$ cat config.mk
export PLATFORM = sky130hd
export DESIGN_NAME = pc_sequencer
export DESIGN_NICKNAME = d
export VERILOG_FILES = /design/src/rtl/pc_sequencer.sv
export SDC_FILE = /design/constraint.sdc
export NUM_CORES = 1
export LEC_CHECK = 0
export ABC_AREA = 0
export CORE_MARGIN = 2
export CORE_UTILIZATION = 53
export DETAILED_ROUTE_END_ITERATION = 10
export PLACE_DENSITY_LB_ADDON = 0.08
export SETUP_SLACK_MARGIN = 0.5
export SLEW_MARGIN = 25
export SYNTH_ARGS = -nofsm -noshare
export SYNTH_HDL_FRONTEND = slang
export SYNTH_SLANG_ARGS = --single-unit
$ cat constraint.sdc
create_clock -name clk -period 3.66 [get_ports clk]
set_clock_uncertainty 0.1 [all_clocks]
set_input_delay 0.732 -clock clk [delete_from_list [all_inputs] [get_ports clk]]
set_output_delay 0.732 -clock clk [all_outputs]
set_load 0.005 [all_outputs]
$ cat src/rtl/pc_sequencer.sv
// pc_sequencer: program counter and phase generator for the five-phase
// multicycle core (F, R, X, M, W). Owns the one-hot phase bus, the fetch PC,
// a circular return-address stack and the exception PC.
module pc_sequencer #(
    parameter int               WIDTH      = 32,
    parameter int               ALIGN_BITS = 2,
    parameter logic [WIDTH-1:0] RESET_VEC  = {WIDTH{1'b0}},
    parameter logic [WIDTH-1:0] EXC_VEC    = WIDTH'(32'h80),
    parameter int               RAS_DEPTH  = 4
) (
    input  logic             clk,
    input  logic             n_rst,
    input  logic             stall,
    input  logic             ct_taken,
    input  logic [WIDTH-1:0] ct_target,
    input  logic             call,
    input  logic             ret,
    input  logic             exc,
    input  logic             eret,
    output logic [4:0]       phase,
    output logic [WIDTH-1:0] pc,
    output logic [WIDTH-1:0] epc,
    output logic             ras_empty,
    output logic             ras_full,
    output logic             ras_err
);

    localparam int PTR_W = $clog2(RAS_DEPTH);
    localparam int CNT_W = $clog2(RAS_DEPTH + 1);

    // One-hot phase encodings, bit0 = F
    localparam logic [4:0] PH_F = 5'b00001;
    localparam logic [4:0] PH_R = 5'b00010;
    localparam logic [4:0] PH_X = 5'b00100;
    localparam logic [4:0] PH_M = 5'b01000;
    localparam logic [4:0] PH_W = 5'b10000;

    localparam logic [CNT_W-1:0] CNT_FULL  = CNT_W'(RAS_DEPTH);
    localparam logic [CNT_W-1:0] CNT_ONE   = {{(CNT_W-1){1'b0}}, 1'b1};
    localparam logic [PTR_W-1:0] PTR_ONE   = {{(PTR_W-1){1'b0}}, 1'b1};
    localparam logic [WIDTH-1:0] STEP      = {{(WIDTH-1){1'b0}}, 1'b1} << ALIGN_BITS;

    // Clear the low ALIGN_BITS of an address
    function automatic logic [WIDTH-1:0] align_f(input logic [WIDTH-1:0] addr);
        return (addr >> ALIGN_BITS) << ALIGN_BITS;
    endfunction

    localparam logic [WIDTH-1:0] RESET_PC = align_f(RESET_VEC);
    localparam logic [WIDTH-1:0] EXC_PC   = align_f(EXC_VEC);

    // State registers
    logic [4:0]       phase_r;
    logic [WIDTH-1:0] pc_r;
    logic [WIDTH-1:0] epc_r;
    logic [WIDTH-1:0] ras_mem_r [RAS_DEPTH];
    logic [PTR_W-1:0] sp_r;       // index of the current top entry
    logic [CNT_W-1:0] cnt_r;      // number of valid entries
    logic             ras_err_r;

    // Next-state values
    logic [4:0]       phase_s;
    logic [WIDTH-1:0] pc_s;
    logic [WIDTH-1:0] epc_s;
    logic [PTR_W-1:0] sp_s;
    logic [CNT_W-1:0] cnt_s;
    logic             ras_err_s;
    logic             push_s;
    logic [PTR_W-1:0] push_idx_s;
    logic [WIDTH-1:0] seq_pc_s;
    logic             empty_s;
    logic             full_s;
    logic             pop_ok_s;

    assign seq_pc_s = pc_r + STEP;     // wraps modulo 2**WIDTH, carry dropped
    assign empty_s  = (cnt_r == {CNT_W{1'b0}});
    assign full_s   = (cnt_r == CNT_FULL);

    // Next phase, PC, EPC and return-stack bookkeeping
    always_comb begin
        phase_s    = phase_r;
        pc_s       = pc_r;
        epc_s      = epc_r;
        sp_s       = sp_r;
        cnt_s      = cnt_r;
        ras_err_s  = 1'b0;
        push_s     = 1'b0;
        push_idx_s = sp_r;
        pop_ok_s   = 1'b0;
        if (exc) begin
            // Exception wins over stall and every W-phase request
            phase_s = PH_F;
            pc_s    = EXC_PC;
            epc_s   = pc_r;
        end else if (stall) begin
            phase_s = phase_r;
            pc_s    = pc_r;
        end else begin
            // Rotate; any non-one-hot value recovers to F
            case (phase_r)
                PH_F:    phase_s = PH_R;
                PH_R:    phase_s = PH_X;
                PH_X:    phase_s = PH_M;
                PH_M:    phase_s = PH_W;
                PH_W:    phase_s = PH_F;
                default: phase_s = PH_F;
            endcase
            if (phase_r == PH_W) begin
                if (eret) begin
                    pc_s = epc_r;
                end else begin
                    pop_ok_s = ret && !empty_s;
                    if (ret) begin
                        if (!empty_s) begin
                            pc_s = ras_mem_r[sp_r];
                        end else begin
                            pc_s      = seq_pc_s;
                            ras_err_s = 1'b1;
                        end
                    end else if (ct_taken) begin
                        pc_s = align_f(ct_target);
                    end else begin
                        pc_s = seq_pc_s;
                    end
                    // Pop happens before push; pop+push rewrites the top slot
                    case ({call, pop_ok_s})
                        2'b10: begin
                            push_s     = 1'b1;
                            push_idx_s = sp_r + PTR_ONE;
                            sp_s       = sp_r + PTR_ONE;
                            cnt_s      = full_s ? cnt_r : cnt_r + CNT_ONE;
                        end
                        2'b01: begin
                            sp_s  = sp_r - PTR_ONE;
                            cnt_s = cnt_r - CNT_ONE;
                        end
                        2'b11: begin
                            push_s     = 1'b1;
                            push_idx_s = sp_r;
                        end
                        default: begin
                            push_s = 1'b0;
                        end
                    endcase
                end
            end else begin
                pc_s = pc_r;
            end
        end
    end

    // State update with asynchronous reset
    always_ff @(posedge clk or negedge n_rst) begin
        if (!n_rst) begin
            phase_r   <= PH_F;
            pc_r      <= RESET_PC;
            epc_r     <= {WIDTH{1'b0}};
            sp_r      <= {PTR_W{1'b0}};
            cnt_r     <= {CNT_W{1'b0}};
            ras_err_r <= 1'b0;
            for (int i = 0; i < RAS_DEPTH; i++) begin
                ras_mem_r[i] <= {WIDTH{1'b0}};
            end
        end else begin
            phase_r   <= phase_s;
            pc_r      <= pc_s;
            epc_r     <= epc_s;
            sp_r      <= sp_s;
            cnt_r     <= cnt_s;
            ras_err_r <= ras_err_s;
            if (push_s) begin
                ras_mem_r[push_idx_s] <= seq_pc_s;
            end else begin
                ras_mem_r[push_idx_s] <= ras_mem_r[push_idx_s];
            end
        end
    end

    assign phase     = phase_r;
    assign pc        = pc_r;
    assign epc       = epc_r;
    assign ras_err   = ras_err_r;
    assign ras_empty = empty_s;
    assign ras_full  = full_s;

endmodule
==> results.json, run 1 <==
{
  "ctsRootBufferMaster": "clkbuf_16",
  "ys_seq_area_share_pct": 43.9,
  "seq_area_sq_um": 5080,
  "finalSetupTns_ns": 0,
  "finalHoldWorstSlack_ns": 0.169,
  "fill_cells": 1763,
  "htree_levels": 1,
  "initial_core_util_pct": 53.6,
  "cts_tree": "done",
  "leakage_nw": 5.92,
  "min_period_ns": 3.13,
  "multi_input_area_sq_um": 6120,
  "grt_overflow": 0,
  "postCtsSetupRepairBufs": 0,
  "max_freq_ghz": 0.320,
  "status": "finished, final reports clean",
  "ys_ff_latch": 203,
  "syn-num-nets": 1240,
  "clk_path_buf_depth": 3,
  "first_pass_iters": 7,
  "crit_path_start_kind": "primary input",
  "crit_fanout": 7,
  "routedWlPerCell_um": 23.1,
  "dp_hpwl_um": 25700,
  "ios": 112,
  "clock_latency_ns": 0.54,
  "crit_required_ns": 3.97,
  "fin_crit_sh_pct": 85.4,
  "syn_to_final_growth_pct": 22.5,
  "synthCells": 1195,
  "ys.warnings.count": 0,
  "vias_per_cell": 6.49,
  "cp-end-kind": "flip-flop",
  "grt_pass1_wl_um": 58900,
  "power_density_nw_per_um2": 345,
  "ir_drop_mv": 0.352,
  "synth.distinct_cells": 71,
  "antenna_found_initial": 1,
  "crit_arrival_ns": 3.44,
  "dieWidth_um": 152,
  "grt_use_total_pct": 32.1,
  "synthArstFlopShare_pct": 100,
  "final_cell_mix": "200 x dfrtp_1, 141 x nor2_1, 120 x nand2_1, 107 x clkdlybuf4s50_1, 78 x a211oi_1",
  "synth_edf_count": 0,
  "detail_route.wirelength_um": 37200,
  "num_antenna_cells": 0,
  "drt-initial-drc-count": 865,
  "finalHoldViolations": 0,
  "clock_sinks": 203,
  "synth_top_area_share_pct": 43.6,
  "ant_nets": 0,
  "synth_ff_type": "dfrtp_1",
  "core_sq_um": 21600,
  "drive_above_1_share_pct": 18.4,
  "finalNetCount": 1355,
  "yosysTopAreaCell": "dfrtp_1",
  "clk_pin_slew_ns": 0.06,
  "hp-class": "in2async",
  "maxSlewViolCount": 0,
  "cts_made_buffers": 24,
  "drv_cap": 0,
  "fp.dieArea_sq_um": 23100,
  "r2r_cells": 10,
  "netlist_top_cells_area": "dfrtp_1 44%, mux4_2 6.0%, mux2_2 5.9%, a211oi_1 5.1%, nor2_1 4.6%",
  "dp_cells": 1564,
  "gp_congestion": 0.912,
  "die_h_um": 152,
  "layout_commonest_cell": "dfrtp_1",
  "io_buffers": 109,
  "syn_avg_cell_area_sq_um": 9.69,
  "rsz0062_at_grt": "no",
  "syn-cell-area_sq_um": 11600,
  "power_mw": 4.90,
  "final-setup-viol-count": 0,
  "grt_max_degree": 98,
  "grt_pass1_vias": 10000,
  "num_rows": 54,
  "worst_pin_slew_ns": 0.963,
  "drc": 0,
  "cts-hold-fix-buffers": 0,
  "fin_cells": 1608,
  "relSlewSlack_pct": 35.5,
  "path_class": "in2reg",
  "vias": 10400
}
-- through the flow --
step | cell area [sq um] | worst slack [ns] | utilization [%]
floorplan | 11700 | 0.504 | -
global placement | 13400 | 0.112 | 61.8
detailed placement | 13400 | 0.0691 | 61.8
CTS | 14200 | 0.525 | 65.5
global route | 14200 | 0.508 | 65.6
finish | 14200 | 0.534 | 65.6
-- cell usage after synthesis, types with 5 or more instances --
| master | count |
|---|---|
| mux2i_1 | 10 |
| mux4_2 | 31 |
| a221oi_1 | 6 |
| o211ai_1 | 5 |
| dfrtp_1 | 202 |
| o221ai_1 | 13 |
| a22oi_1 | 18 |
| inv_1 | 13 |
| o22a_1 | 5 |
| a21o_1 | 5 |
| xor2_1 | 16 |
| nor4_1 | 7 |
| o22ai_1 | 9 |
| a21oi_1 | 74 |
| a22o_1 | 5 |
| nand2b_1 | 7 |
| a211oi_1 | 79 |
| mux2_2 | 61 |
| or3_1 | 6 |
| o21ai_0 | 60 |
| a2111oi_0 | 12 |
| o31ai_1 | 11 |
| and4_1 | 5 |
| nor3_1 | 20 |
| and3_1 | 6 |
| and2_1 | 6 |
| nor2b_1 | 5 |
| a31oi_1 | 7 |
| nand2_1 | 120 |
| nand4_1 | 8 |
| clkbuf_1 | 72 |
| a221o_1 | 6 |
| nor2_1 | 141 |
| xnor2_1 | 19 |
| o31a_1 | 6 |
| buf_2 | 19 |
| nand3_1 | 42 |
-- cells by family after synthesis --
family	share of synthesized area, %
flip-flops	43.9
XOR/XNOR	2.65
AND/OR/NAND/NOR	15.6
adder cells (fa/ha/maj)	0.605
AO/OA/AOI/OAI	20.4
multiplexers	12.8
buffers and inverters	4.06
-- metal layers --
metal	vias to the layer above	global-route usage [%]	wire length, um
met5	-	0	13
met4	2	9.30	889
met3	75	4.71	3180
met2	496	47.7	16800
met1	5180	49.2	16300
li1	4680	-	-
-- registers in the layout (all words and copies together), names as in the netlist --
| name | cells |
|---|---|
| pc | 32 |
| epc | 32 |
| ras_mem_r | 128 |
| sp_r | 2 |
| cnt_r | 3 |
| ras_err | 1 |
| phase | 5 |
-- final cells by class --
class / instances / area share, %
inverter: 14 / 0.397
sequential: 203 / 35.8
clock inverter: 8 / 0.538
clock buffer: 36 / 5.12
timing repair buffer: 187 / 12.5
tap: 280 / 2.47
multi-input combinational: 880 / 43.1
-- power by group --
group          internal, mW  switching [mW]  leakage (nW)  total, mW
Sequential             2.25         0.00504          2.81       2.25
Combinational        0.0910           0.150          2.71      0.241
Clock                  1.44           0.967         0.402       2.41
-- worst max-delay path, stage by stage --
cell and delay, ns:
clkdlybuf4s50_1 0.45, or4b_4 0.59, buf_4 0.19, or4_4 0.55
nand2_4 0.17, mux2i_1 0.29, o221ai_2 0.18, mux2_2 0.30
-- final timing paths --
| kind | slack (ns) | to | from |
|---|---|---|---|
| max | 0.53 | ras_mem_r[106]$_DFFE_PN0P_ | eret |
| min | 0.17 | phase[1]$_DFFE_PN0P_ | n_rst |
| max reg2reg | 0.67 | ras_mem_r[37]$_DFFE_PN0N_ | cnt_r[0]$_DFFE_PN0P_ |
| min reg2reg | 0.39 | ras_mem_r[38]$_DFFE_PN0N_ | ras_mem_r[38]$_DFFE_PN0N_ |
| max in group asynchronous | 2.45 | ras_mem_r[53]$_DFFE_PN0N_ | n_rst |
| min in group clk | 0.39 | ras_mem_r[38]$_DFFE_PN0N_ | ras_mem_r[38]$_DFFE_PN0N_ |
-- repair_timing --
item                                   4_1_cts  5_1_grt
endpoints found under the hold margin        0        0
setup endpoints to repair                    0       22
resized for setup                            0        5
(Power assumes the default switching activity.)
==> run 2: changes to the inputs <==
--- a/config.mk
+++ b/config.mk
@@ -7,8 +7,9 @@
 export LEC_CHECK = 0
 export ABC_AREA = 0
 export CORE_MARGIN = 2
-export CORE_UTILIZATION = 53
+export CORE_UTILIZATION = 58
 export DETAILED_ROUTE_END_ITERATION = 10
+export HOLD_SLACK_MARGIN = 0.06
 export PLACE_DENSITY_LB_ADDON = 0.08
 export SETUP_SLACK_MARGIN = 0.5
 export SLEW_MARGIN = 25
==> constraint.sdc (replaced) <==
create_clock -name clk -period 3.4 [get_ports clk]
set_clock_uncertainty 0.1 [all_clocks]
set_input_delay 0.68 -clock clk [delete_from_list [all_inputs] [get_ports clk]]
set_output_delay 0.68 -clock clk [all_outputs]
set_load 0.005 [all_outputs]
==> run 2 against run 1 <==
Effect of this change: wire length down 0.73%; sequential power up 8%; sequential cell count unchanged; first-iteration DRC count up 36%; sequential share of layout area down 0.30 points; non-clock buffer count up 11; design area up 0.91%; critical path type is now reg2out; largest cell class unchanged.
==> results.json, run 2 (synthesis gave the netlist of run 1 again) <==
{
  "io_buffers": 109,
  "leakage_nw": 5.96,
  "clock_sinks": 203,
  "finalNetCount": 1365,
  "maxSlewViolCount": 0,
  "rsz0062_at_grt": "yes",
  "htree_levels": 1,
  "worst_pin_slew_ns": 1.02,
  "detail_route.wirelength_um": 36900,
  "largest_reg_flops": 128,
  "drv_cap": 0,
  "ir_drop_mv": 0.421,
  "final-setup-viol-count": 0,
  "core_sq_um": 19500,
  "cts_made_buffers": 23,
  "drc": 0,
  "crit_arrival_ns": 2.12,
  "ios": 112,
  "clk_path_buf_depth": 3,
  "grt_pass1_wl_um": 58600,
  "die_h_um": 145,
  "pwr-share-comb_pct": 5.1,
  "cpPeakStageDelay_ns": 0.53,
  "grt_pass1_vias": 10400,
  "max_freq_ghz": 0.345,
  "crit_required_ns": 2.62,
  "routedWlPerCell_um": 23.1,
  "grt_max_degree": 72,
  "num_antenna_cells": 0,
  "dieWidth_um": 145,
  "syn_to_final_growth_pct": 23.6,
  "power_density_nw_per_um2": 366,
  "clk_pin_slew_ns": 0.06,
  "cts_tree": "done",
  "grt_overflow": 0,
  "slowest_stage": "clkdlybuf4s50_1",
  "crit_path_start_kind": "flip-flop",
  "path_class": "reg2out",
  "min_period_ns": 2.90,
  "layout_commonest_cell": "dfrtp_1",
  "crit_path_cell_trace": "or3_1, inv_4, clkdlybuf4s50_1",
  "final_area_sq_um": 14300,
  "p_int_mw": 4.08,
  "status": "finished, final reports clean",
  "ant_nets": 0,
  "clock_latency_ns": 0.51,
  "initial_core_util_pct": 59.3,
  "drive_above_1_share_pct": 19.8,
  "finalHoldViolations": 0,
  "dp_hpwl_um": 25700,
  "crit_fanout": 12,
  "seqPwrFrac_pct": 46.2,
  "largest_register": "ras_mem_r",
  "fin_crit_sh_pct": 85.3,
  "fp.dieArea_sq_um": 21100,
  "p_clk_share_pct": 48.6,
  "first_pass_iters": 6,
  "sw_frac_of_total_pct": 22.3,
  "grt_use_total_pct": 34.7,
  "relSlewSlack_pct": 31.5,
  "num_rows": 51,
  "cts-hold-fix-buffers": 0,
  "drt-initial-drc-count": 1178,
  "ctsRootBufferMaster": "clkbuf_16",
  "final_cell_mix": "198 x dfrtp_1, 138 x nor2_1, 119 x nand2_1, 107 x clkdlybuf4s50_1, 81 x buf_4",
  "hp-class": "in2async",
  "fin_cells": 1600,
  "p_sw_mw": 1.17,
  "vias_per_cell": 6.65,
  "cp-end-kind": "output port",
  "r2r_cells": 7,
  "gp_congestion": 0.918,
  "antenna_found_initial": 0,
  "vias": 10600,
  "post_dp_cell_area_sq_um": 13400,
  "dp_cells": 1557
}
==> run 2: changes by cell type in the layout (fill, tap and decap cells not counted), sizes merged <==
cell and change:
inv +2, bufinv +2, clkbuf -5, buf +11, clkinv -3
==> run 2: critical path, delay by kind of cell (launching register included) <==
family | cells | cell delay, ns
and+or+nand+nor | 1 | 0.49
DFF | 1 | 0.44
buffers and inverters | 2 | 0.69
==> run 2: per-stage QoR <==
step / setup WS, ns / total power, mW / setup TNS (ns) / util (%) / hold slack [ns]
2_1_floorplan: 0.300 / 2.58 / 0 / - / 0.284
3_3_place_gp: -0.0555 / 2.73 / -0.163 / 68.7 / 0.368
3_5_place_dp: -0.0896 / 2.73 / -0.405 / 68.7 / 0.374
4_1_cts: 0.472 / 5.26 / 0 / 72.7 / 0.112
5_1_grt: 0.425 / 5.39 / 0 / 73.3 / 0.132
6_report: 0.499 / 5.25 / 0 / 73.3 / 0.0837
==> run 2: layout make-up <==
cell class                 instances  area [sq um]
timing repair buffer             198          1860
sequential                       203          5090
clock buffer                      31           646
inverter                          14          55.1
fill                            1451          5210
tap                              265           332
clock inverter                     9           126
multi-input combinational        880          6210
==> run 2: final timing paths <==
check | end | slack [ns] | from
max | ras_empty | 0.50 | cnt_r[1]$_DFFE_PN0P_
min | phase[2]$_DFFE_PN0P_ | 0.08 | n_rst
max reg2reg | ras_mem_r[92]$_DFFE_PN0P_ | 0.55 | phase[1]$_DFFE_PN0P_
min reg2reg | ras_mem_r[38]$_DFFE_PN0N_ | 0.39 | ras_mem_r[38]$_DFFE_PN0N_
max in group asynchronous | ras_mem_r[3]$_DFFE_PN0N_ | 2.35 | n_rst
min in group clk | ras_mem_r[38]$_DFFE_PN0N_ | 0.39 | ras_mem_r[38]$_DFFE_PN0N_
==> run 2: what timing repair did <==
| item | 4_1_cts | 5_1_grt |
|---|---|---|
| endpoints found under the hold margin | 0 | 0 |
| resized for setup | 3 | 19 |
| pin swaps | 0 | 6 |
| setup buffers | 0 | 3 |
| endpoints found under the setup margin | 10 | 74 |
==> run 2: power by group through the flow <==
stage / Clock, mW / Combinational (mW) / Sequential, mW
2_1_floorplan: 0 / 0.114 / 2.47
3_3_place_gp: 0 / 0.262 / 2.47
6_report: 2.55 / 0.269 / 2.43
4_1_cts: 2.57 / 0.265 / 2.43
3_5_place_dp: 0 / 0.263 / 2.47
5_1_grt: 2.67 / 0.294 / 2.42
==> run 2: layer usage <==
layer	track usage, %	up-vias	wire length, um
li1	-	4702	-
met1	49.9	5248	15200
met2	52.7	606	16800
met3	7.90	90	3750
met4	11.3	0	1120
met5	0	-	0
==> run 3: changes to the inputs <==
--- a/config.mk
+++ b/config.mk
@@ -6,10 +6,10 @@
 export NUM_CORES = 1
 export LEC_CHECK = 0
 export ABC_AREA = 0
+export CAP_MARGIN = 20
 export CORE_MARGIN = 2
-export CORE_UTILIZATION = 58
+export CORE_UTILIZATION = 53
 export DETAILED_ROUTE_END_ITERATION = 10
-export HOLD_SLACK_MARGIN = 0.06
 export PLACE_DENSITY_LB_ADDON = 0.08
 export SETUP_SLACK_MARGIN = 0.5
 export SLEW_MARGIN = 25
==> constraint.sdc (replaced) <==
create_clock -name clk -period 2.5 [get_ports clk]
set_clock_uncertainty 0.1 [all_clocks]
set_input_delay 0.5 -clock clk [delete_from_list [all_inputs] [get_ports clk]]
set_output_delay 0.5 -clock clk [all_outputs]
set_load 0.005 [all_outputs]
==> run 3 against run 2 <==
Effect of this change: the flow now finishes with violations (setup timing); non-clock buffer count grew 281; sequential cell count is the same; core utilization rose by 17 points; critical endpoint is now ras_mem_r[24]$_DFFE_PN0N_.
==> results.json, run 3 (synthesis gave the netlist of run 1 again) <==
{
  "clock_latency_ns": 0.54,
  "crit_required_ns": 2.81,
  "finalNetCount": 1651,
  "grt_max_degree": 62,
  "finalHoldViolations": 0,
  "cts_tree": "done",
  "grt_pass1_wl_um": 70200,
  "maxSlewViolCount": 0,
  "largest_reg_flops": 128,
  "final_area_sq_um": 19500,
  "ir_drop_mv": 0.567,
  "die_h_um": 152,
  "slowest_stage": "dfrtp_1",
  "dp_cells": 1688,
  "drt-initial-drc-count": 2104,
  "rsz0062_at_grt": "yes",
  "ios": 112,
  "grt_overflow": 0,
  "vias_per_cell": 7.34,
  "cpPeakStageDelay_ns": 0.42,
  "ctsRootBufferMaster": "clkbuf_16",
  "gp_congestion": 1.02,
  "status": "complete, but fails checks",
  "clock_sinks": 203,
  "r2r_start": "cnt_r[0]$_DFFE_PN0P_",
  "drv_cap": 0,
  "final-setup-viol-count": 130,
  "antenna_found_initial": 2,
  "power_mw": 7.76,
  "worst_pin_slew_ns": 0.998,
  "initial_core_util_pct": 53.6,
  "hp-class": "in2async",
  "setup_ws_ns": -0.388,
  "final_cell_mix": "221 x buf_4, 189 x dfrtp_1, 92 x nand2_1, 89 x nor2_1, 86 x buf_6",
  "grt_pass1_vias": 12100,
  "htree_levels": 1,
  "io_buffers": 109,
  "grt_use_total_pct": 38.3,
  "layout_commonest_cell": "buf_4",
  "relSlewSlack_pct": 33.0,
  "path_class": "reg2reg",
  "drc": 0,
  "max_freq_ghz": 0.346,
  "num_rows": 54,
  "cp-end-kind": "flip-flop",
  "largest_register": "ras_mem_r",
  "dp_slack_ns": -0.597,
  "dp_hpwl_um": 28600,
  "detail_route.wirelength_um": 59400,
  "finalHoldWorstSlack_ns": 0.388,
  "routedWlPerCell_um": 31.2,
  "cts_made_buffers": 25,
  "crit_fanout": 4,
  "leakage_nw": 9.06,
  "first_pass_iters": 6,
  "min_period_ns": 2.89,
  "drive_above_1_share_pct": 52.1,
  "post_dp_cell_area_sq_um": 15000,
  "syn_to_final_growth_pct": 68.7,
  "power_density_nw_per_um2": 397,
  "reg2reg_to": "ras_mem_r[24]$_DFFE_PN0N_",
  "fin_cells": 1904,
  "clk_pin_slew_ns": 0.06,
  "crit_path_start_kind": "flip-flop",
  "num_antenna_cells": 0,
  "dieWidth_um": 152,
  "core_sq_um": 21600,
  "ant_nets": 0,
  "clk_path_buf_depth": 3,
  "r2r_cells": 9,
  "ff2ff_setup_slack_ns": -0.39,
  "crit_path_cell_trace": "o31ai_4, ha_4, nand2_2, o31a_1, buf_4, o21ai_1, a21boi_1, o22a_1, mux2_4",
  "crit_arrival_ns": 3.20,
  "vias": 14000,
  "fp.dieArea_sq_um": 23100,
  "violations": "setup timing",
  "fin_crit_sh_pct": 116
}
[run 3: changes by cell type in the layout (fill, tap and decap cells not counted), sizes merged, moves of 18 or more]
cell           previous run  this run
buf                      90       363
clkdlybuf4s50           107        50
dlymetal6s2s              0        50
clkbuf                   32        50
[run 3: routing by layer]
metal  vias up  track usage, %  share of wire, %
met3       505            9.21                15
met2      1515            59.0                43
met5         -               0             0.015
met4         2            15.4               8.2
met1      6679            52.7                34
li1       5281               -                 -
[run 3: how the worst max path moves through the flow]
stage          cells after the start  slack [ns]                    endpoint            startpoint
5_1_grt                           10       -0.42   ras_mem_r[12]$_DFFE_PN0N_  cnt_r[0]$_DFFE_PN0P_
3_3_place_gp                       7       -0.56   ras_mem_r[10]$_DFFE_PN0N_                 stall
2_1_floorplan                     10       -0.42  ras_mem_r[106]$_DFFE_PN0P_                   exc
6_report                           9       -0.39   ras_mem_r[24]$_DFFE_PN0N_  cnt_r[0]$_DFFE_PN0P_
3_5_place_dp                       7       -0.60   ras_mem_r[74]$_DFFE_PN0P_                 stall
4_1_cts                           10       -0.11  ras_mem_r[123]$_DFFE_PN0P_  cnt_r[2]$_DFFE_PN0P_
[run 3: stage by stage]
stage	util, %	setup TNS, ns
finish	90.4	-26.62
global route	90.4	-29.02
CTS	79.7	-2.84
detailed placement	69.3	-65.21
global placement	69.3	-61.85
floorplan	-	-11.96
[run 3: repair_timing]
| item | CTS | global route |
|---|---|---|
| hold buffers | 1 | 0 |
| cloned | 7 | 12 |
| endpoints found under the hold margin | 49 | 0 |
| resized for setup | 212 | 316 |
| endpoints found under the setup margin | 233 | 235 |
| pin swaps | 61 | 69 |
| buffers inserted | 44 | 107 |
[run 3: area by class of cell]
type | count | area, sq um
multi-input combinational | 883 | 8050
timing repair buffer | 479 | 5110
sequential | 203 | 5100
fill | 761 | 2080
clock buffer | 37 | 751
tap | 280 | 350
clock inverter | 8 | 119
inverter | 14 | 60.1
[run 3: power by group]
part	internal (mW)	switching, mW	total (mW)
clock	2.37	1.54	3.92
combinational	0.231	0.318	0.549
sequential	3.29	0.00694	3.30
total	5.90	1.87	7.76
[run 3: critical path, delay by kind of cell (launching register included)]
family / cells / cell delay [ns]
buffers and inverters: 1 / 0.18
multiplexers: 1 / 0.28
adder cells (fa/ha/maj): 1 / 0.26
AO/OA/AOI/OAI: 5 / 1.41
AND/OR/NAND/NOR: 1 / 0.10
flip-flops: 1 / 0.42
